--- config.mk ---
export PLATFORM = sky130hd
export DESIGN_NAME = arcade_input_mapper_flat
export DESIGN_NICKNAME = d
export VERILOG_FILES = /design/src/rtl/arcade_input_pkg.sv /design/src/rtl/arcade_input_mapper_if.sv /design/src/rtl/input_coin_pulser.sv /design/src/rtl/arcade_input_mapper.sv /design/src/flat_wrapper.sv
export SDC_FILE = /design/constraint.sdc
export NUM_CORES = 1
export LEC_CHECK = 0
export CORE_MARGIN = 10
export CORE_UTILIZATION = 50
export CTS_CLUSTER_DIAMETER = 100
export DETAILED_ROUTE_END_ITERATION = 16
export GPL_TIMING_DRIVEN = 0
export PLACE_DENSITY_LB_ADDON = 0.3
export SETUP_SLACK_MARGIN = 0.02
export SYNTH_ARGS = -nofsm -noshare
export SYNTH_HDL_FRONTEND = slang
export SYNTH_SLANG_ARGS = --single-unit
--- constraint.sdc ---
create_clock -name clk_sys -period 5.3 [get_ports clk_sys]
set_input_delay 1.06 -clock clk_sys [delete_from_list [all_inputs] [get_ports clk_sys]]
set_output_delay 1.06 -clock clk_sys [all_outputs]
set_load 0.02 [all_outputs]
--- src/rtl/arcade_input_pkg.sv ---
// Shared definitions for the arcade input front end.
// Contents: PS/2 scancodes, keyboard key-register indices, rotate and coin-FSM enums,
// scancode decoder, joystick-word bit index helpers and the direction rotator.
package arcade_input_pkg;

    // PS/2 set-2 scancodes; bit 8 carries the E0 prefix.
    localparam logic [8:0] ScUp    = 9'h175;
    localparam logic [8:0] ScDown  = 9'h172;
    localparam logic [8:0] ScLeft  = 9'h16B;
    localparam logic [8:0] ScRight = 9'h174;
    localparam logic [8:0] ScSpace = 9'h029;
    localparam logic [8:0] ScCtrl  = 9'h014;
    localparam logic [8:0] ScAlt   = 9'h011;
    localparam logic [8:0] ScF1    = 9'h005;
    localparam logic [8:0] Sc1     = 9'h016;
    localparam logic [8:0] ScF2    = 9'h006;
    localparam logic [8:0] Sc2     = 9'h01E;
    localparam logic [8:0] Sc5     = 9'h02E;

    // Bit positions inside the key register vector.
    localparam int unsigned KeyUp    = 0;
    localparam int unsigned KeyDown  = 1;
    localparam int unsigned KeyLeft  = 2;
    localparam int unsigned KeyRight = 3;
    localparam int unsigned KeySpace = 4;
    localparam int unsigned KeyCtrl  = 5;
    localparam int unsigned KeyAlt   = 6;
    localparam int unsigned KeyF1    = 7;
    localparam int unsigned Key1     = 8;
    localparam int unsigned KeyF2    = 9;
    localparam int unsigned Key2     = 10;
    localparam int unsigned Key5     = 11;
    localparam int unsigned NumKeys  = 12;

    typedef enum logic [1:0] {ROT_0, ROT_90, ROT_180, ROT_270} rot_e;

    typedef enum logic [1:0] {StIdle, StPulse, StGap} coin_state_e;

    // One-hot (or zero) match of a scancode against the key set.
    // Arrows ignore the E0 bit so numpad arrows behave the same.
    function automatic logic [NumKeys-1:0] key_decode(input logic [8:0] code);
        logic [NumKeys-1:0] hit;
        hit           = '0;
        hit[KeyUp]    = (code[7:0] == ScUp[7:0]);
        hit[KeyDown]  = (code[7:0] == ScDown[7:0]);
        hit[KeyLeft]  = (code[7:0] == ScLeft[7:0]);
        hit[KeyRight] = (code[7:0] == ScRight[7:0]);
        hit[KeySpace] = (code == ScSpace);
        hit[KeyCtrl]  = (code == ScCtrl);
        hit[KeyAlt]   = (code == ScAlt);
        hit[KeyF1]    = (code == ScF1);
        hit[Key1]     = (code == Sc1);
        hit[KeyF2]    = (code == ScF2);
        hit[Key2]     = (code == Sc2);
        hit[Key5]     = (code == Sc5);
        return hit;
    endfunction

    function automatic logic [3:0] joy_btn_idx(input int unsigned k);
        return 4'(4 + k);
    endfunction

    function automatic logic [3:0] joy_coin_idx(input int unsigned nbuttons);
        return 4'(4 + nbuttons);
    endfunction

    function automatic logic [3:0] joy_start_idx(input int unsigned nbuttons);
        return 4'(5 + nbuttons);
    endfunction

    // d = {up, down, left, right}
    function automatic logic [3:0] rotate_dir(input logic [3:0] d, input rot_e rot);
        logic [3:0] r;
        unique case (rot)
            ROT_90:  r = {d[1], d[0], d[2], d[3]};  // up<-left, down<-right, left<-down, right<-up
            ROT_180: r = {d[2], d[3], d[0], d[1]};
            ROT_270: r = {d[0], d[1], d[3], d[2]};  // up<-right, down<-left, left<-up, right<-down
            default: r = d;
        endcase
        return r;
    endfunction

endpackage

--- src/rtl/arcade_input_mapper_if.sv ---
// Player-input bus between hps_io-side logic and the mapper.
// master: drives ps2_key, joy_in, rotate, auto_coin, autofire_en; reads mapped outputs.
// slave : the mapper; reads the raw inputs, drives dir_out, btn_out, start_out, coin_out.
interface arcade_input_mapper_if #(
    parameter int unsigned PLAYERS  = 2,
    parameter int unsigned NBUTTONS = 1
);
    logic [10:0]               ps2_key;
    logic [16*PLAYERS-1:0]     joy_in;
    logic [1:0]                rotate;
    logic                      auto_coin;
    logic [PLAYERS-1:0]        autofire_en;
    logic [4*PLAYERS-1:0]      dir_out;
    logic [NBUTTONS*PLAYERS-1:0] btn_out;
    logic [PLAYERS-1:0]        start_out;
    logic                      coin_out;

    modport master (
        output ps2_key, joy_in, rotate, auto_coin, autofire_en,
        input  dir_out, btn_out, start_out, coin_out
    );

    modport slave (
        input  ps2_key, joy_in, rotate, auto_coin, autofire_en,
        output dir_out, btn_out, start_out, coin_out
    );
endinterface

--- src/rtl/input_coin_pulser.sv ---
// Coin pulse generator: turns request rising edges into COIN_PULSE-cycle pulses separated by
// at least COIN_PULSE low cycles, with one pending request remembered while busy.
// Ports: clk_sys, I_RESETn (sync, active-low), req (level request), coin_out (registered pulse),
//        busy (FSM will be outside IDLE in the coming cycle).
module input_coin_pulser
    import arcade_input_pkg::*;
#(
    parameter int unsigned COIN_PULSE = 1228800,
    parameter int unsigned CNT_W      = $clog2(COIN_PULSE + 1)
) (
    input  logic clk_sys,
    input  logic I_RESETn,
    input  logic req,
    output logic coin_out,
    output logic busy
);

    localparam logic [CNT_W-1:0] Reload = CNT_W'(COIN_PULSE - 1);

    coin_state_e      state_q, state_d;
    logic [CNT_W-1:0] cnt_q, cnt_d;
    logic             pend_q, pend_d;
    logic             req_q;
    logic             coin_q;
    logic             req_edge;

    assign req_edge = req & ~req_q;

    always_comb begin
        state_d = state_q;
        cnt_d   = cnt_q;
        pend_d  = pend_q;
        unique case (state_q)
            StIdle: begin
                if (req_edge) begin
                    state_d = StPulse;
                    cnt_d   = Reload;
                end
            end
            StPulse: begin
                if (req_edge) pend_d = 1'b1;  // a second pending edge is simply lost
                if (cnt_q == '0) begin
                    state_d = StGap;
                    cnt_d   = Reload;
                end else begin
                    cnt_d = cnt_q - 1'b1;
                end
            end
            StGap: begin
                if (cnt_q == '0) begin
                    if (pend_q || req_edge) begin
                        state_d = StPulse;
                        cnt_d   = Reload;
                        pend_d  = 1'b0;
                    end else begin
                        state_d = StIdle;
                    end
                end else begin
                    cnt_d = cnt_q - 1'b1;
                    if (req_edge) pend_d = 1'b1;
                end
            end
            default: state_d = StIdle;
        endcase
    end

    always_ff @(posedge clk_sys) begin
        if (!I_RESETn) begin
            state_q <= StIdle;
            cnt_q   <= '0;
            pend_q  <= 1'b0;
            req_q   <= 1'b0;
            coin_q  <= 1'b0;
        end else begin
            state_q <= state_d;
            cnt_q   <= cnt_d;
            pend_q  <= pend_d;
            req_q   <= req;
            coin_q  <= (state_d == StPulse);
        end
    end

    assign coin_out = coin_q;
    // Looks one cycle ahead so a registered consumer releases exactly as the FSM reaches IDLE.
    assign busy     = (state_d != StIdle);

endmodule

--- src/rtl/arcade_input_mapper.sv ---
// Player-input front end: decodes PS/2 key events, ORs them with per-player joystick words,
// rotates directions, applies per-player autofire on button 0 and drives the coin pulser.
// Ports: clk_sys (only clock), I_RESETn (sync, active-low), bus_io (slave side of the input
//        bus: ps2_key, joy_in, rotate, auto_coin, autofire_en in; dir/btn/start/coin out).
// All outputs are registered and active-high.
module arcade_input_mapper
    import arcade_input_pkg::*;
#(
    parameter int unsigned PLAYERS      = 2,
    parameter int unsigned NBUTTONS     = 1,
    parameter int unsigned COIN_PULSE   = 1228800,
    parameter int unsigned AUTOFIRE_DIV = 1228800
) (
    input logic                  clk_sys,
    input logic                  I_RESETn,
    arcade_input_mapper_if.slave bus_io
);

    localparam int unsigned CntMax = (COIN_PULSE > AUTOFIRE_DIV) ? COIN_PULSE : AUTOFIRE_DIV;
    localparam int unsigned CntW   = $clog2(CntMax + 1);
    localparam logic [CntW-1:0] AfLast = CntW'(AUTOFIRE_DIV - 1);

    // Keyboard key registers
    logic               tog_q;
    logic [NumKeys-1:0] keys_q, keys_d, key_hit;
    logic               key_event;

    assign key_event = bus_io.ps2_key[10] ^ tog_q;
    assign key_hit   = key_decode(bus_io.ps2_key[8:0]);

    always_comb begin
        keys_d = keys_q;
        if (key_event) begin
            for (int i = 0; i < int'(NumKeys); i++) begin
                if (key_hit[i]) keys_d[i] = bus_io.ps2_key[9];
            end
        end
    end

    // Per-player merge, rotation and autofire
    logic [4*PLAYERS-1:0]        dir_m;
    logic [NBUTTONS*PLAYERS-1:0] btn_m;
    logic [PLAYERS-1:0]          start_m;
    logic [PLAYERS-1:0]          coin_m;

    for (genvar p = 0; p < PLAYERS; p++) begin : g_player
        logic [15:0]         joy;
        logic [3:0]          kdir;
        logic [NBUTTONS-1:0] kbtn;
        logic                kstart;
        logic [NBUTTONS-1:0] btn_p, btn_fin;
        logic                held, held_q;
        logic                phase_q, phase_d;
        logic [CntW-1:0]     af_cnt_q, af_cnt_d;
        logic                unused_joy;

        assign joy        = bus_io.joy_in[16*p +: 16];
        assign unused_joy = ^joy[15:6+NBUTTONS];

        if (p == 0) begin : g_kb_p0
            assign kdir   = {keys_q[KeyUp], keys_q[KeyDown], keys_q[KeyLeft], keys_q[KeyRight]};
            // Alt drops out by truncation when there is only one button.
            assign kbtn   = NBUTTONS'({keys_q[KeyAlt], keys_q[KeySpace] | keys_q[KeyCtrl]});
            assign kstart = keys_q[KeyF1] | keys_q[Key1];
        end else if (p == 1) begin : g_kb_p1
            assign kdir   = '0;
            assign kbtn   = '0;
            assign kstart = keys_q[KeyF2] | keys_q[Key2];
        end else begin : g_kb_none
            assign kdir   = '0;
            assign kbtn   = '0;
            assign kstart = 1'b0;
        end

        for (genvar k = 0; k < NBUTTONS; k++) begin : g_btn
            assign btn_p[k] = joy[joy_btn_idx(k)] | kbtn[k];
        end

        assign dir_m[4*p +: 4] = rotate_dir(joy[3:0] | kdir, rot_e'(bus_io.rotate));
        assign start_m[p]      = joy[joy_start_idx(NBUTTONS)] | kstart;
        assign coin_m[p]       = joy[joy_coin_idx(NBUTTONS)];
        assign held            = btn_p[0];

        always_comb begin
            phase_d  = phase_q;
            af_cnt_d = af_cnt_q;
            if (held && !held_q) begin
                phase_d  = 1'b1;
                af_cnt_d = '0;
            end else if (held) begin
                if (af_cnt_q == AfLast) begin
                    af_cnt_d = '0;
                    phase_d  = ~phase_q;
                end else begin
                    af_cnt_d = af_cnt_q + 1'b1;
                end
            end
        end

        always_comb begin
            btn_fin = btn_p;
            if (bus_io.autofire_en[p]) btn_fin[0] = held & phase_d;
        end

        assign btn_m[p*NBUTTONS +: NBUTTONS] = btn_fin;

        always_ff @(posedge clk_sys) begin
            if (!I_RESETn) begin
                held_q   <= 1'b0;
                phase_q  <= 1'b1;
                af_cnt_q <= '0;
            end else begin
                held_q   <= held;
                phase_q  <= phase_d;
                af_cnt_q <= af_cnt_d;
            end
        end
    end

    // Coin request and free-play start masking
    logic [PLAYERS-1:0] start_prev_q;
    logic               start_edge;
    logic               coin_req_d, coin_req_q;
    logic               coin_busy, coin_w;
    logic               start_mask;

    assign start_edge = |(start_m & ~start_prev_q);
    assign coin_req_d = (|coin_m) | keys_q[Key5] | (bus_io.auto_coin & start_edge);
    // coin_req_d covers the cycle before the pulser sees the request.
    assign start_mask = bus_io.auto_coin & (coin_busy | coin_req_d);

    input_coin_pulser #(
        .COIN_PULSE (COIN_PULSE),
        .CNT_W      (CntW)
    ) u_coin (
        .clk_sys  (clk_sys),
        .I_RESETn (I_RESETn),
        .req      (coin_req_q),
        .coin_out (coin_w),
        .busy     (coin_busy)
    );

    // Output registers
    logic [4*PLAYERS-1:0]        dir_q;
    logic [NBUTTONS*PLAYERS-1:0] btn_q;
    logic [PLAYERS-1:0]          start_q;

    always_ff @(posedge clk_sys) begin
        if (!I_RESETn) begin
            tog_q        <= bus_io.ps2_key[10];  // no phantom event when reset is released
            keys_q       <= '0;
            start_prev_q <= '0;
            coin_req_q   <= 1'b0;
            dir_q        <= '0;
            btn_q        <= '0;
            start_q      <= '0;
        end else begin
            tog_q        <= bus_io.ps2_key[10];
            keys_q       <= keys_d;
            start_prev_q <= start_m;
            coin_req_q   <= coin_req_d;
            dir_q        <= dir_m;
            btn_q        <= btn_m;
            start_q      <= start_m & ~{PLAYERS{start_mask}};
        end
    end

    assign bus_io.dir_out   = dir_q;
    assign bus_io.btn_out   = btn_q;
    assign bus_io.start_out = start_q;
    assign bus_io.coin_out  = coin_w;

endmodule

--- src/flat_wrapper.sv ---
// flat-port wrapper written by rule: the top's interface ports become plain ports
module arcade_input_mapper_flat import arcade_input_pkg::*;
#(
    parameter int unsigned PLAYERS      = 2,
    parameter int unsigned NBUTTONS     = 1,
    parameter int unsigned COIN_PULSE   = 1228800,
    parameter int unsigned AUTOFIRE_DIV = 1228800
)
  (clk_sys, I_RESETn, bus_io_ps2_key, bus_io_joy_in, bus_io_rotate, bus_io_auto_coin, bus_io_autofire_en, bus_io_dir_out, bus_io_btn_out, bus_io_start_out, bus_io_coin_out);
  arcade_input_mapper_if #(.PLAYERS(PLAYERS), .NBUTTONS(NBUTTONS)) bus_io_i ();
  input logic clk_sys;
  input logic I_RESETn;
  input wire logic [$bits(bus_io_i.ps2_key)-1:0] bus_io_ps2_key;
  input wire logic [$bits(bus_io_i.joy_in)-1:0] bus_io_joy_in;
  input wire logic [$bits(bus_io_i.rotate)-1:0] bus_io_rotate;
  input wire logic [$bits(bus_io_i.auto_coin)-1:0] bus_io_auto_coin;
  input wire logic [$bits(bus_io_i.autofire_en)-1:0] bus_io_autofire_en;
  output wire logic [$bits(bus_io_i.dir_out)-1:0] bus_io_dir_out;
  output wire logic [$bits(bus_io_i.btn_out)-1:0] bus_io_btn_out;
  output wire logic [$bits(bus_io_i.start_out)-1:0] bus_io_start_out;
  output wire logic [$bits(bus_io_i.coin_out)-1:0] bus_io_coin_out;
  assign bus_io_i.ps2_key = bus_io_ps2_key;
  assign bus_io_i.joy_in = bus_io_joy_in;
  assign bus_io_i.rotate = bus_io_rotate;
  assign bus_io_i.auto_coin = bus_io_auto_coin;
  assign bus_io_i.autofire_en = bus_io_autofire_en;
  assign bus_io_dir_out = bus_io_i.dir_out;
  assign bus_io_btn_out = bus_io_i.btn_out;
  assign bus_io_start_out = bus_io_i.start_out;
  assign bus_io_coin_out = bus_io_i.coin_out;
  arcade_input_mapper #(.PLAYERS(PLAYERS), .NBUTTONS(NBUTTONS), .COIN_PULSE(COIN_PULSE), .AUTOFIRE_DIV(AUTOFIRE_DIV)) u_core (.clk_sys(clk_sys), .I_RESETn(I_RESETn), .bus_io(bus_io_i));
endmodule
==> results of run 1 <==
how the worst max path moves through the flow:
| stage | endpoint | startpoint | slack [ns] | depth (start not counted) |
|---|---|---|---|---|
| final | u_core.g_player[0].af_cnt_q[19]$_SDFFE_PP0N_ | bus_io_joy_in[4] | 2.33 | 8 |
| after CTS | u_core.g_player[0].af_cnt_q[19]$_SDFFE_PP0N_ | bus_io_joy_in[4] | 2.31 | 8 |
| after floorplan | u_core.g_player[0].af_cnt_q[19]$_SDFFE_PP0N_ | bus_io_joy_in[4] | 2.72 | 7 |
| after global placement | u_core.g_player[0].af_cnt_q[19]$_SDFFE_PP0N_ | bus_io_joy_in[4] | 1.95 | 8 |
| after global routing | u_core.g_player[0].af_cnt_q[19]$_SDFFE_PP0N_ | bus_io_joy_in[4] | 2.18 | 8 |
| after detailed placement | u_core.g_player[0].af_cnt_q[19]$_SDFFE_PP0N_ | bus_io_joy_in[4] | 1.93 | 8 |
layout by cell type, fill, tap and decap left out, types with 4 or more instances in the layout:
cell type / count
o21ai_0: 12
clkbuf_1: 14
nand4_1: 14
mux2i_1: 15
dfxtp_1: 99
ha_1: 8
a311oi_2: 6
or3_1: 4
xnor2_1: 16
nor3_1: 21
nand2b_1: 10
inv_1: 10
a21oi_1: 29
clkdlybuf4s50_1: 41
mux4_2: 4
a311oi_1: 5
clkbuf_8: 11
and2_1: 9
nand3_1: 26
and3_1: 5
nor2_1: 101
xor2_1: 27
nand2_1: 37
flip-flops by register name, summed over array words and instances, names as in the netlist:
register / cells
u_core.bus_io.dir_out: 8
u_core.bus_io.btn_out: 2
u_core.bus_io.start_out: 2
u_core.u_coin.coin_out: 1
u_core.g_player.af_cnt_q: 42
u_core.g_player.held_q: 2
u_core.u_coin.req_q: 1
u_core.u_coin.state_q: 2
u_core.g_player.phase_q: 2
u_core.u_coin.cnt_q: 21
u_core.u_coin.pend_q: 1
u_core.tog_q: 1
u_core.coin_req_q: 1
u_core.start_prev_q: 2
u_core.keys_q: 11
worst reg2reg max path, stage by stage (launching register included):
cell and delay [ns]:
dfxtp_1 0.35, inv_1 0.06, ha_1 0.17, nor3b_2 0.44, nand2_4 0.19, o31ai_4 0.56, nor2_2 0.19, buf_6 0.20
a311oi_1 0.25
cells by family (layout without fill, tap and decap cells):
logic type / Yosys count / count (layout)
compound gates: 75 / 75
xor+xnor: 43 / 43
fa+ha+maj: 8 / 8
buf+inv: 28 / 85
flops: 99 / 99
mux: 19 / 19
simple gates: 261 / 261
power by group:
part / switching, W / internal, W / total, W / leakage [nW]
combinational: 0.000131 / 0.000106 / 0.000237 / 1.02
clock: 0.000269 / 0.000250 / 0.000520 / 0.111
sequential: 0.0000306 / 0.000774 / 0.000804 / 0.808
cell type report:
type | count | area, µm²
tap | 129 | 161.4
multi-input combinational | 406 | 2631
timing repair buffer | 41 | 410.4
fill | 816 | 3717
clock buffer | 11 | 151.4
buffer | 17 | 80.08
inverter | 11 | 41.29
clock inverter | 5 | 65.06
sequential | 99 | 1982
metrics by stage:
step / std cells / instance area, µm² / setup slack (ns) / utilization [%]
2_1_floorplan: 533 / 4735 / 2.716 / -
3_3_place_gp: 703 / 5306 / 1.952 / 57.43
3_5_place_dp: 703 / 5306 / 1.934 / 57.43
4_1_cts: 719 / 5523 / 2.311 / 59.77
5_1_grt: 719 / 5523 / 2.181 / 59.77
6_report: 719 / 5523 / 2.326 / 59.77
metal layers:
metal	routed length [µm]	share of wire, %	vias up
met4	87	0.86	0
met3	258	2.6	7
li1	-	-	1985
met1	4685	46	1884
met2	5056	50	49
met5	0	0	-
==> out/results.tsv, run 1 <==
stage	metric	value	unit
outcome	status	finished, final reports clean	
logic_synthesis	post-synthesis cell type count	61	
logic_synthesis	XOR/XNOR share of the synthesized area	7.955	%
floorplanning	core area	0.009240	mm²
logic_synthesis	synthesized area per cell	8.883	µm²
global_routing	GRT Overall Usage	14.25	%
worst_setup_path	worst-path cell chain	clkdlybuf4s50_1 > nor3_1 > clkbuf_1 > or4b_2 > nor2_1 > nand4_1 > xor2_1 > nor2_1	
logic_synthesis	mux cell area share after synthesis	5.074	%
logic_synthesis	Adder-Cell Fraction of Synth Area	2.114	%
flow_run	Max Cap Violations	0	
global_routing	busiest layer in global routing	met2	
clocking	cts hold-fix bufs	0	
floorplanning	# IOs	63	
place	DP HPWL	7.610	mm
route	antenna-violating nets left	0	
layout	Final #Nets	643	
timing	clock skew	0.01562	ns
logic_synthesis	Synth Instances	533	
clocking	clk buf depth	2	
logic_synthesis	syn_nets	591	
clocking	Clk pin slew, worst setup/hold paths	0.09	ns
logic_synthesis	post-synth top area share	41.86	%
layout	antenna cell count	0	
clocking	postcts setup bufs	0	
logic_synthesis	Synth area leaders	dfxtp_1, nor2_1, xor2_1	
route	Total Wirelength	10.09	mm
logic_synthesis	FFs w/ async S/R, synth	0	%
timing	Final period util	56.11	%
layout	share of layout cells above drive strength 1	8.475	%
route	DRT Pass-1 Iters	6	
logic_synthesis	Synth Area in Simple Gates	28.81	%
clocking	clock sink count	99	
clocking	Num CTS Buffers	9	
worst_hold_path	HP Start	u_core.u_coin.cnt_q[20]$_SDFFE_PN0P_	
floorplanning	die extent in y	117.3	µm
global_routing	largest net degree at the start of global routing	18	
timing	unrepaired setup endpoints after global routing	no	
global_routing	first-pass GRT wire length	17.20	mm
global_routing	grt met2 use	25.24	%
worst_setup_path	max incr delay on CP	0.73	ns
route	post-DR wirelength/cell	14.03	µm
logic_synthesis	Seq cells post-synth	99	
timing	Worst-Margin Slew	0.5889	ns
worst_setup_path	critical path endpoint category	register	
worst_setup_path	reg2reg end	u_core.u_coin.cnt_q[8]$_SDFFE_PN0P_	
power	total chip power	0.001561	W
clocking	Root Driver	clkbuf_8	
worst_setup_path	Critical Path AT	3.21	ns
worst_setup_path	crit path kind	in -> reg	
worst_setup_path	Crit Reg-Reg Startpoint	u_core.u_coin.cnt_q[0]$_SDFFE_PN0P_	
floorplanning	# rows	35	
worst_hold_path	WHS Endpoint	u_core.u_coin.cnt_q[20]$_SDFFE_PN0P_	
floorplanning	Die Wd	117.3	µm
logic_synthesis	Synth area leader	dfxtp_1	
worst_hold_path	hold path depth	2	
global_routing	initial antenna violation count	0	
power	Max VDD drop	177.7	µV
timing	final hold vios	0	
worst_setup_path	CP Max Fanout	10	
logic_synthesis	Cell Area, Synth	0.004735	mm²
timing	max_slew headroom	60.48	%
logic_synthesis	Post-synth top cells	nor2_1, dfxtp_1, nand2_1, a21oi_1, xor2_1	
layout	Syn-to-layout area delta	16.65	%
worst_setup_path	startpoint types	primary input	
place	Port Buf Inserts	41	
place	routability cong.	0.8485	
logic_synthesis	sequential fraction of the synthesis area	41.86	%
power	PD cells	282.7	mW/mm²
timing	fmax	336.3	MHz
worst_setup_path	crit path buf inv count	2	
worst_setup_path	CP delay by family, top	simple AND/OR/NAND/NOR gates	
worst_setup_path	flop2flop setup slack	2.79	ns
power	Pleak	1.939	nW
global_routing	met1 GRT Util	17.15	%
worst_hold_path	hold crit path type	reg -> reg	
logic_synthesis	synth warn	0	
clocking	post_cts resized	0	
worst_setup_path	most frequent CP cell	nor2_1	
route	Via density	5.459	
logic_synthesis	most common cell in the netlist	nor2_1	
global_routing	vias in the first global route	3832	
floorplanning	full die area	0.01376	mm²
worst_setup_path	R2R cell count	8	
logic_synthesis	largest family of logic cells by synthesized area	simple AND/OR/NAND/NOR gates	
floorplanning	Starting Density	51.24	%
worst_setup_path	Worst Path Required	5.54	ns
route	Iteration-0 DRC Markers	172	
timing	hold slack	0.4698	ns
clocking	H-tree Lvls	3	
global_routing	met3 Use GR	2.398	%
timing	# setup viols final	0	
clocking	Worst-Skew Late Latency	0.36	ns
route	# DRC	0	
logic_synthesis	Synth Area in Compound Gates	11.63	%
timing	final setup TNS	0	ns
global_routing	Congestion Overflow GR	0	
route	Vias	3925	
logic_synthesis	Post-synth EDFFs	0	
timing	min Tclk post-route	2.974	ns
logic_synthesis	top flip-flop cell by instance count after synthesis	dfxtp_1	
timing	Slew Viols, Final	0	
clocking	CTS tree	yes	
worst_setup_path	Slowest cell on crit path	or4b_2	
No activity file was read; power rests on OpenSTA's default activity.
==> run 2: changes to the inputs <==
- clock period: 5.3 -> 3.09 ns (I/O delays scaled with it)
==> results of run 2 <==
Same layout as run 1 (identical final DEF). Status: finished, final reports clean.
Among the figures that moved: setup slack after placement 1.934 ns -> 0.1660 ns; setup slack after layout 2.326 ns -> 0.5583 ns; register-to-register setup slack 2.79 ns -> 0.58 ns; total power 0.001561 W -> 0.002678 W; worst IR drop on VDD 177.7 µV -> 304.7 µV
==> run 3: changes to the inputs <==
- clock period: 3.09 -> 2.4 ns (I/O delays scaled with it)
==> run 3 against run 2 <==
Compared with the run above:
- final area is 1.3% higher
- register-to-register slack worse by 0.40 ns
- setup slack worse by 0.42 ns
- combinational power is 33% higher
- critical path type unchanged
- critical endpoint is now u_core.bus_io.btn_out[0]$_SDFF_PN0_
==> out/results.tsv, run 3 (synthesis gave the netlist of run 1 again) <==
stage	metric	value	unit	change
outcome	status	finished, final reports clean		
clocking	CTS tree	yes		
timing	Slew Viols, Final	0		unchanged
clocking	Root Driver	clkbuf_8		
power	Max VDD drop	293.2	µV	
floorplanning	Starting Density	51.24	%	unchanged
worst_setup_path	crit path kind	in -> reg		
flow_run	Max Cap Violations	0		unchanged
layout	filler-free cell count of the finished design	723		+0.56%
layout	share of layout cells above drive strength 1	10.10	%	+1.6 points
global_routing	GRT Overall Usage	14.26	%	about the same
worst_hold_path	hold crit path type	reg -> reg		
timing	Final period util	94.31	%	
worst_setup_path	Levels on crit path	8		unchanged
place	routability cong.	0.8485		unchanged
layout	commonest non-fill, non-tap cell in the layout	nor2_1		
global_routing	largest net degree at the start of global routing	18		unchanged
layout	Syn-to-layout area delta	18.18	%	
floorplanning	die extent in y	117.3	µm	unchanged
timing	fmax	441.8	MHz	
timing	final setup TNS	0	ns	unchanged
layout	max FFs per register	42		unchanged
worst_setup_path	max incr delay on CP	0.50	ns	-0.23 ns
worst_setup_path	CP Max Fanout	6		-4
floorplanning	core area	0.009240	mm²	unchanged
global_routing	vias in the first global route	3831		-0.026%
place	DP HPWL	7.610	mm	unchanged
place	Port Buf Inserts	41		unchanged
floorplanning	# rows	35		unchanged
clocking	H-tree Lvls	3		unchanged
clocking	Num CTS Buffers	9		unchanged
layout	antenna cell count	0		unchanged
layout	Final Core Density	60.56	%	+0.79 points
clocking	cts hold-fix bufs	0		unchanged
route	antenna-violating nets left	0		unchanged
global_routing	first-pass GRT wire length	17.21	mm	about the same
worst_setup_path	reg2reg end	u_core.bus_io.btn_out[0]$_SDFF_PN0_		
layout	Top reg by flops	u_core.g_player.af_cnt_q		
global_routing	met3 Use GR	2.398	%	unchanged
floorplanning	# IOs	63		unchanged
route	Vias	3931		+0.15%
timing	min Tclk post-route	2.263	ns	
timing	# setup viols final	0		unchanged
worst_setup_path	crit path buf inv count	2		unchanged
global_routing	busiest layer in global routing	met2		
worst_hold_path	hold path depth	2		unchanged
worst_setup_path	flop2flop setup slack	0.18	ns	
route	Iteration-0 DRC Markers	170		-1.2%
route	Via density	5.437		-0.40%
power	total chip power	0.003470	W	
timing	unrepaired setup endpoints after global routing	no		
timing	hold slack	0.4769	ns	+0.007127 ns
worst_setup_path	startpoint types	primary input		
route	DRT Pass-1 Iters	4		-2
timing	clock skew	0.01581	ns	+0.0001936 ns
clocking	clk buf depth	2		unchanged
timing	final hold vios	0		unchanged
worst_setup_path	worst-path cell chain	clkdlybuf4s50_1 > nor3_1 > or3_1 > or2_2 > clkbuf_1 > nor2_1 > xnor2_1 > a311oi_1		
route	# DRC	0		unchanged
route	post-DR wirelength/cell	13.97	µm	-0.43%
clocking	Worst-Skew Late Latency	0.36	ns	about the same
floorplanning	Die Wd	117.3	µm	unchanged
global_routing	met1 GRT Util	17.21	%	+0.057 points
worst_setup_path	Worst Path Required	2.66	ns	
floorplanning	full die area	0.01376	mm²	unchanged
worst_hold_path	WHS Endpoint	u_core.u_coin.cnt_q[20]$_SDFFE_PN0P_		
clocking	clock sink count	99		unchanged
timing	max_slew headroom	61.64	%	+1.2 points
worst_setup_path	Slowest cell on crit path	clkdlybuf4s50_1		
global_routing	Congestion Overflow GR	0		unchanged
global_routing	initial antenna violation count	0		unchanged
worst_setup_path	Critical Path AT	2.53	ns	
worst_setup_path	CP delay by family, top	simple AND/OR/NAND/NOR gates		
worst_setup_path	Crit Reg-Reg Startpoint	u_core.g_player[0].af_cnt_q[0]$_SDFFE_PP0N_		
place	Inst Count DP	703		unchanged
route	Total Wirelength	10.10	mm	+0.12%
layout	Final #Nets	647		+0.62%
global_routing	grt met2 use	25.17	%	-0.070 points
layout	top flop regs	u_core.g_player.af_cnt_q (42), u_core.u_coin.cnt_q (21), u_core.keys_q (11)		
worst_setup_path	critical path endpoint category	register		
power	PD cells	620.1	mW/mm²	
timing	Worst-Margin Slew	0.5754	ns	-0.01348 ns
clocking	Clk pin slew, worst setup/hold paths	0.09	ns	about the same
power	Pleak	1.971	nW	+1.7%
worst_setup_path	R2R cell count	8		unchanged
worst_hold_path	HP Start	u_core.u_coin.cnt_q[20]$_SDFFE_PN0P_		
layout	most frequent cells in the layout	nor2_1, dfxtp_1, clkdlybuf4s50_1		
## run 3: what timing repair did
action / 4_1_cts / 5_1_grt
gates resized for setup: 2 / 11
pin swaps: 1 / 1
buffers inserted: 1 / 3
setup endpoints to repair: 12 / 36
## run 3: layout make-up
| cell class | instances | area, µm² |
|---|---|---|
| plain buffers | 17 | 83.83 |
| clock buffers | 11 | 151.4 |
| clock inverters | 5 | 65.06 |
| fillers | 808 | 3645 |
| inverters | 11 | 41.29 |
| multi-input cells | 406 | 2670 |
| flip-flops and latches | 99 | 1982 |
| well taps | 129 | 161.4 |
| repair buffers | 45 | 440.4 |
## run 3: worst reg2reg max path: stages, from the launching register on
cell and delay (ns):
dfxtp_1 0.39, ha_1 0.22, nand3_1 0.11, or3_1 0.40, or2_2 0.32, clkbuf_1 0.19
nor2_1 0.16, xnor2_1 0.09, a311oi_1 0.26
## run 3: metal layers
layer  wire (µm)  vias up  part of all wire [%]
met1        4702     1872                    47
met2        5041       56                    50
met4          97        0                  0.96
met3         259        8                   2.6
met5           0        -                     0
li1            -     1995                     -
## run 3: how the worst max path moves through the flow
stage | from | end
2_1_floorplan | u_core.u_coin.cnt_q[1]$_SDFFE_PN0P_ | u_core.u_coin.cnt_q[8]$_SDFFE_PN0P_
6_report | bus_io_joy_in[4] | u_core.bus_io.btn_out[0]$_SDFF_PN0_
5_1_grt | bus_io_joy_in[4] | u_core.bus_io.btn_out[0]$_SDFF_PN0_
4_1_cts | u_core.g_player[1].af_cnt_q[5]$_SDFFE_PP0P_ | u_core.g_player[1].af_cnt_q[10]$_SDFFE_PP0P_
3_5_place_dp | bus_io_joy_in[4] | u_core.g_player[0].af_cnt_q[19]$_SDFFE_PP0N_
3_3_place_gp | bus_io_joy_in[4] | u_core.g_player[0].af_cnt_q[19]$_SDFFE_PP0N_
## run 3: through the flow
step           area, µm²  setup slack [ns]
2_1_floorplan       4735            0.3090
3_3_place_gp        5306           -0.3685
3_5_place_dp        5306           -0.3860
4_1_cts             5537           0.04824
5_1_grt             5595           0.02543
6_report            5595            0.1366
## run 3: report_power, final
| group | internal [W] | switching, W |
|---|---|---|
| clock | 0.000553 | 0.000596 |
| combinational | 0.000247 | 0.000295 |
| sequential | 0.00171 | 0.0000689 |
| total | 0.00251 | 0.000961 |
